### src/rtl/axi_arb_pkg.sv
// ---------------------------------------------------------------------------
// axi_arb_pkg
//   Shared types for the AXI-Lite request arbiter: scheduler state encoding,
//   bus widths and the latched request record handed to the master.
// ---------------------------------------------------------------------------
package axi_arb_pkg;

    localparam int ADDR_W = 32;
    localparam int DATA_W = 32;
    localparam int STRB_W = 4;

    typedef enum logic [1:0] {
        IDLE  = 2'd0,
        ISSUE = 2'd1,
        WAIT  = 2'd2,
        RESP  = 2'd3
    } arb_state_e;

    // One requester's transaction as captured at grant time.
    typedef struct packed {
        logic              write;
        logic [ADDR_W-1:0] addr;
        logic [DATA_W-1:0] wdata;
        logic [STRB_W-1:0] wstrb;
    } arb_req_t;

endpackage : axi_arb_pkg

### src/rtl/rr_pick.sv
// ---------------------------------------------------------------------------
// rr_pick
//   Combinational round-robin priority encoder. Searches req upward starting
//   at ptr, wrapping from NUM_REQ-1 back to 0, and reports the first set bit.
//
//   req    in   NUM_REQ  request vector
//   ptr    in   IDX_W    index with highest priority this round
//   grant  out  NUM_REQ  one-hot grant (all zero when nothing requested)
//   idx    out  IDX_W    binary index of the granted requester
//   any    out  1        at least one request present
// ---------------------------------------------------------------------------
module rr_pick #(
    parameter  int NUM_REQ = 2,
    localparam int IDX_W   = $clog2(NUM_REQ)
) (
    input  logic [NUM_REQ-1:0] req,
    input  logic [IDX_W-1:0]   ptr,
    output logic [NUM_REQ-1:0] grant,
    output logic [IDX_W-1:0]   idx,
    output logic               any
);

    localparam logic [IDX_W:0] NUM_L = (IDX_W+1)'(NUM_REQ);

    logic [IDX_W:0]   sum;
    logic [IDX_W-1:0] cand;

    // NOTE: every signal written here gets a default first, so no path can
    // leave a value unassigned and infer a latch.
    always_comb begin
        grant = '0;
        idx   = '0;
        any   = 1'b0;
        sum   = '0;
        cand  = '0;
        for (int i = 0; i < NUM_REQ; i++) begin
            // ptr and i are both below NUM_REQ, so one subtraction wraps.
            sum = {1'b0, ptr} + (IDX_W+1)'(i);
            if (sum >= NUM_L) begin
                sum = sum - NUM_L;
            end
            cand = sum[IDX_W-1:0];
            if (!any && req[cand]) begin
                any = 1'b1;
                idx = cand;
            end
        end
        if (any) begin
            grant[idx] = 1'b1;
        end
    end

endmodule : rr_pick

### src/rtl/axi_lite_req_arbiter.sv
// ---------------------------------------------------------------------------
// axi_lite_req_arbiter
//   Round-robin scheduler sharing one axi_lite_master command port between
//   NUM_REQ requesters. One transaction at a time: grant, issue a single
//   start pulse, wait for the matching response handshake (or time out),
//   then return the result to the granted requester only.
//
//   aclk, areset_n          clock, asynchronous active-low reset
//   req_valid/write         per-requester request and direction (1=write)
//   req_addr/wdata/wstrb    packed per-requester payload, requester i at [W*i +: W]
//   req_ready               one-hot acceptance pulse (ISSUE)
//   rsp_valid               one-hot completion pulse (RESP)
//   rsp_rdata, rsp_err      result, held between responses (err=1 on timeout)
//   start_read/start_write  one-cycle command pulse to the master
//   addr, data, wstrb       command payload to the master, held after issue
//   m_bvalid/m_bready       write-response handshake observed on the master
//   m_rvalid/m_rready       read-data handshake observed on the master
//   m_rdata                 master read data
//   busy                    scheduler not idle
// ---------------------------------------------------------------------------
module axi_lite_req_arbiter
    import axi_arb_pkg::*;
#(
    parameter int NUM_REQ = 2,
    parameter int TIMEOUT = 1024,
    parameter int CNT_W   = $clog2(TIMEOUT+1)
) (
    input  logic                      aclk,
    input  logic                      areset_n,
    input  logic [NUM_REQ-1:0]        req_valid,
    input  logic [NUM_REQ-1:0]        req_write,
    input  logic [NUM_REQ*ADDR_W-1:0] req_addr,
    input  logic [NUM_REQ*DATA_W-1:0] req_wdata,
    input  logic [NUM_REQ*STRB_W-1:0] req_wstrb,
    output logic [NUM_REQ-1:0]        req_ready,
    output logic [NUM_REQ-1:0]        rsp_valid,
    output logic [DATA_W-1:0]         rsp_rdata,
    output logic                      rsp_err,
    output logic                      start_read,
    output logic                      start_write,
    output logic [ADDR_W-1:0]         addr,
    output logic [DATA_W-1:0]         data,
    output logic [STRB_W-1:0]         wstrb,
    input  logic                      m_bvalid,
    input  logic                      m_bready,
    input  logic                      m_rvalid,
    input  logic                      m_rready,
    input  logic [DATA_W-1:0]         m_rdata,
    output logic                      busy
);

    localparam int               IDX_W   = $clog2(NUM_REQ);
    localparam logic [IDX_W-1:0] IDX_MAX = IDX_W'(NUM_REQ-1);
    // The counter is compared after incrementing, so RESP follows ISSUE by
    // exactly TIMEOUT cycles when no handshake arrives.
    localparam logic [CNT_W-1:0] TO_LAST = CNT_W'(TIMEOUT-1);

    arb_state_e state, state_next;

    logic [IDX_W-1:0]   rr_ptr;
    logic [IDX_W-1:0]   gnt_idx;
    logic [NUM_REQ-1:0] gnt_oh;
    arb_req_t           cur;
    logic [CNT_W-1:0]   cnt;
    logic [CNT_W-1:0]   cnt_inc;
    logic [DATA_W-1:0]  rsp_rdata_q;
    logic               rsp_err_q;

    logic [NUM_REQ-1:0] pick_grant;
    logic [IDX_W-1:0]   pick_idx;
    logic               pick_any;

    logic               wr_hs;
    logic               rd_hs;
    logic               op_done;
    logic               to_hit;

    arb_req_t           req_vec [NUM_REQ];

    // Unpack the flat request buses into one record per requester.
    for (genvar i = 0; i < NUM_REQ; i++) begin : g_unpack
        assign req_vec[i].write = req_write[i];
        assign req_vec[i].addr  = req_addr[i*ADDR_W +: ADDR_W];
        assign req_vec[i].wdata = req_wdata[i*DATA_W +: DATA_W];
        assign req_vec[i].wstrb = req_wstrb[i*STRB_W +: STRB_W];
    end

    rr_pick #(
        .NUM_REQ (NUM_REQ)
    ) u_rr_pick (
        .req   (req_valid),
        .ptr   (rr_ptr),
        .grant (pick_grant),
        .idx   (pick_idx),
        .any   (pick_any)
    );

    // Only the handshake matching the granted direction completes it.
    assign wr_hs   = m_bvalid & m_bready;
    assign rd_hs   = m_rvalid & m_rready;
    assign op_done = cur.write ? wr_hs : rd_hs;
    assign cnt_inc = cnt + CNT_W'(1);
    assign to_hit  = (cnt_inc == TO_LAST);

    // ---------------------------------------------------------------- FSM
    // NOTE: clocked state uses non-blocking assignments so every register
    // samples pre-edge values, independent of block ordering.
    always_ff @(posedge aclk or negedge areset_n) begin
        if (!areset_n) begin
            state <= IDLE;
        end else begin
            state <= state_next;
        end
    end

    always_comb begin
        state_next = state;
        unique case (state)
            IDLE:    if (pick_any) state_next = ISSUE;
            ISSUE:   state_next = WAIT;
            WAIT:    if (op_done || to_hit) state_next = RESP;
            RESP:    state_next = IDLE;
            default: state_next = IDLE;
        endcase
    end

    // ------------------------------------------------------------ datapath
    always_ff @(posedge aclk or negedge areset_n) begin
        if (!areset_n) begin
            rr_ptr      <= '0;
            gnt_idx     <= '0;
            gnt_oh      <= '0;
            cur         <= '0;
            cnt         <= '0;
            rsp_rdata_q <= '0;
            rsp_err_q   <= 1'b0;
        end else begin
            unique case (state)
                IDLE: begin
                    if (pick_any) begin
                        gnt_idx <= pick_idx;
                        gnt_oh  <= pick_grant;
                        cur     <= req_vec[pick_idx];
                    end
                end
                ISSUE: begin
                    cnt <= '0;
                end
                WAIT: begin
                    cnt <= cnt_inc;
                    // Completion takes precedence over a coincident timeout.
                    if (op_done) begin
                        rsp_rdata_q <= cur.write ? '0 : m_rdata;
                        rsp_err_q   <= 1'b0;
                    end else if (to_hit) begin
                        rsp_rdata_q <= '0;
                        rsp_err_q   <= 1'b1;
                    end
                end
                RESP: begin
                    rr_ptr <= (gnt_idx == IDX_MAX) ? '0 : gnt_idx + IDX_W'(1);
                end
                default: ;
            endcase
        end
    end

    // ------------------------------------------------------------- outputs
    // Pulses decode directly from state so reset clears them immediately.
    assign req_ready   = (state == ISSUE) ? gnt_oh : '0;
    assign rsp_valid   = (state == RESP)  ? gnt_oh : '0;
    assign start_write = (state == ISSUE) &  cur.write;
    assign start_read  = (state == ISSUE) & ~cur.write;
    assign addr        = cur.addr;
    assign data        = cur.wdata;
    assign wstrb       = cur.wstrb;
    assign rsp_rdata   = rsp_rdata_q;
    assign rsp_err     = rsp_err_q;
    assign busy        = (state != IDLE);

endmodule : axi_lite_req_arbiter

### config.mk
export PLATFORM = sky130hd
export DESIGN_NAME = axi_lite_req_arbiter
export DESIGN_NICKNAME = d
export VERILOG_FILES = /design/src/rtl/axi_arb_pkg.sv /design/src/rtl/rr_pick.sv /design/src/rtl/axi_lite_req_arbiter.sv
export SDC_FILE = /design/constraint.sdc
export NUM_CORES = 1
export LEC_CHECK = 0
export ABC_AREA = 1
export BUFFER_PORTS_ARGS = -buffer_cell sky130_fd_sc_hd__clkbuf_2
export CELL_PAD_IN_SITES_DETAIL_PLACEMENT = 2
export CELL_PAD_IN_SITES_GLOBAL_PLACEMENT = 2
export CORE_MARGIN = 4
export CORE_UTILIZATION = 23
export DETAILED_ROUTE_END_ITERATION = 10
export GPL_ROUTABILITY_DRIVEN = 0
export HOLD_SLACK_MARGIN = 0.1
export PLACE_DENSITY_LB_ADDON = 0.1
export SYNTH_ARGS = -nofsm -noshare
export SYNTH_HDL_FRONTEND = slang
export SYNTH_SLANG_ARGS = --single-unit
### constraint.sdc
create_clock -name aclk -period 1.6 [get_ports aclk]
set_input_delay 0.08 -clock aclk [delete_from_list [all_inputs] [get_ports aclk]]
set_output_delay 0.08 -clock aclk [all_outputs]
set_load 0.05 [all_outputs]
==> reports/qor.txt <==
top cells by area, synth: dfrtp_1 (48%), nand2_1 (11%), buf_4 (8.3%)
slowest stage delay, CP: 0.43 ns
GRT Total Usage: 17.9%
Sequential Power Share: 24.7%
grt ovf: 0
Final Critical Period: 1.92 ns
cts bufs inserted: 17
HP Class: in -> async
Setup crit end kind: flop
TNS Setup: -10.50 ns
register area share after synthesis: 48.2%
fin. max-slew vios: 0
CP Max Fanout: 7
Psw: 10500 uW
Final Hold Fails: 0
final total power: 20600 uW
Yosys top cell area share: 48.2%
Initial Utilization: 23.4%
P_leak: 0.00503 uW
measured slew at the worst slew-check pin: 0.405 ns
switch share: 51.1%
Clock Latency Late Sink: 0.43 ns
Post-Syn Nets: 924
final wirelength: 28700 um
delay-heaviest family, CP: simple AND/OR/NAND/NOR gates
final worst slack: -0.318 ns
die area: 0.0293 mm2
IO Pins: 286
clk_skew: 0.0133 ns
PD cells: 1940 mW/mm2
First-pass DRT Iterations: 4
area of the core: 0.0261 mm2
drt drc: 0
Setup Crit Path Kind: reg -> reg
most frequent cells in the layout: clkbuf_2 (276), dlygate4sd3_1 (174), nand2_1 (147)
startpoint types: flop
Vias/cell: 4.57
Mapped Cells: 740
Most common cell on crit path: nand2_2
setup violators final: 35
vias in the first global route: 7441
Layout area overhead: 73.1%
first-pass GRT wire length: 41200 um
RSZ-0062 raised after global routing: yes
fmax: 0.521 GHz
largest net degree at the start of global routing: 67
Yosys reg bits: 118
peak supply drop: 530 uV
Die H: 171 um
Comb power frac: 55.8%
most common cell after layout, fill and taps aside: clkbuf_2
initial antenna violation count: 5
Syn Area/Cell: 8.28 um2
Ys Warns: 0
Clock transition at path regs: 0.06 ns
r2r setup slk: -0.32 ns
Unique masters post-synth: 26
hpwl dp: 17100 um
period utilisation layout: 120%
WP buf/inv: 1
antenna-violating nets left: 0
CP required: 1.91 ns
I/O Buffers: 285
area leader, netlist: dfrtp_1
via count: 6875
Root Driver: clkbuf_16
MaxCap Viol Count: 0
failing checks: negative setup slack
row count: 59
Die Wd: 171 um
Routed wire per std cell: 19.1 um
htree depth: 4
Power Internal: 10100 uW
Clk network pwr share: 19.5%
cells along the critical path: ha_4 > nand2_4 > nor2_4 > nand3_2 > nand2_2 > nand2_2 > nor2_2 > nand2_2 > nand2_4 > nand2_8 > buf_6 > nand2_2 > o21ai_2
Worst path slowest cell: dfrtp_1
CP arrival: 2.22 ns
outcome: finished with violations
CTS Buffer Depth: 2
clk sinks: 118
CTS tree: yes
layout cell share with drive strength beyond 1: 38.8%
mapped cell area: 0.00613 mm2
Slew headroom: 72.9%
DR iter-0 viols: 204
nets: 1336
## flip-flops by register name (all words and copies together) (netlist names), 2 cells and up
| name | count |
|---|---|
| wstrb | 4 |
| data | 32 |
| cnt | 11 |
| rsp_rdata | 32 |
| addr | 32 |
| state | 2 |
## logic make-up (layout without fill, tap and decap cells)
logic type | count (synthesis) | count (layout) | share of synthesized area (%)
AOI/OAI and AO/OA | 116 | 116 | 12.4
xor gates and xnor gates | 2 | 2 | 0.286
adders and majority gates | 6 | 6 | 1.23
buffers and inverters | 143 | 567 | 13.8
DFF | 118 | 118 | 48.2
other | 0 | 6 | 0
and+or+nand+nor | 355 | 356 | 24.1
## area by class of cell
| class | count | area (um2) |
|---|---|---|
| Multi-Input combinational cell | 480 | 2570 |
| Clock buffer | 18 | 439 |
| Timing Repair Buffer | 510 | 3930 |
| Antenna cell | 6 | 15.0 |
| Inverter | 25 | 106 |
| Clock inverter | 14 | 163 |
| Sequential cell | 118 | 2950 |
| Tap cell | 335 | 419 |
| Fill cell | 2886 | 15500 |
## path summary, 6_finish.rpt
path / cells after the start / to / from
min in group aclk: 5 / state[0] / req_valid[0]
setup reg to reg: 13 / rsp_rdata[0] / cnt[1]
max in group asynchronous: 3 / data[26] / areset_n
setup / recovery: 13 / rsp_rdata[0] / cnt[1]
hold reg to reg: 2 / rsp_rdata[27] / rsp_rdata[27]
hold / removal: 2 / cnt[9] / areset_n
## metal layers
layer  global-route usage [%]  part of all wire (%)
met5                        0                     0
met4                     6.65                   2.4
met3                     4.83                   6.2
met2                     30.1                    50
met1                     22.2                    42
## through the flow
stage / util (%) / cell area, um2 / instances / hold slack [ns] / setup WS (ns)
2_1_floorplan: - / 6130 / 740 / -0.216 / -0.168
3_3_place_gp: 29.2 / 7630 / 1276 / -0.000735 / -0.293
3_5_place_dp: 29.2 / 7630 / 1276 / -0.00243 / -0.393
4_1_cts: 38.6 / 10100 / 1487 / 0.144 / -0.354
5_1_grt: 40.6 / 10600 / 1505 / 0.120 / -0.463
6_report: 40.6 / 10600 / 1506 / 0.0940 / -0.318
## what timing repair did
item                                    CTS  global route
hold buffers                            175             0
hold endpoints to repair                221             0
buffers inserted                          3             3
endpoints found under the setup margin   42           111
pin swaps                                 1            11
gates resized for setup                  22            75
cloned                                    1            11
## cell usage after synthesis
| cell type | count |
|---|---|
| xor2_1 | 2 |
| nor2_1 | 80 |
| o21ai_0 | 10 |
| nand4_1 | 2 |
| clkbuf_2 | 1 |
| buf_4 | 68 |
| clkbuf_1 | 38 |
| dfrtp_1 | 118 |
| nor2_4 | 1 |
| o31ai_1 | 1 |
| nand3_2 | 1 |
| buf_6 | 6 |
| nor2_2 | 2 |
| a31oi_1 | 71 |
| ha_1 | 6 |
| nor3_1 | 1 |
| nand2_1 | 178 |
| buf_2 | 5 |
| or2_2 | 1 |
| inv_1 | 24 |
| o21ai_2 | 23 |
| o21ai_1 | 9 |
| nand2_2 | 3 |
| nand3_1 | 86 |
| o22ai_1 | 2 |
| clkinv_1 | 1 |
## power by group through the flow
stage / sequential [uW] / combinational, uW / clock, uW
after floorplan: 5780 / 7440 / 0
after global placement: 5000 / 9930 / 0
after detailed placement: 5040 / 10000 / 0
after CTS: 5000 / 10500 / 4130
after global routing: 5250 / 12300 / 4280
final: 5090 / 11500 / 4010
No activity file was read; power rests on OpenSTA's default activity.
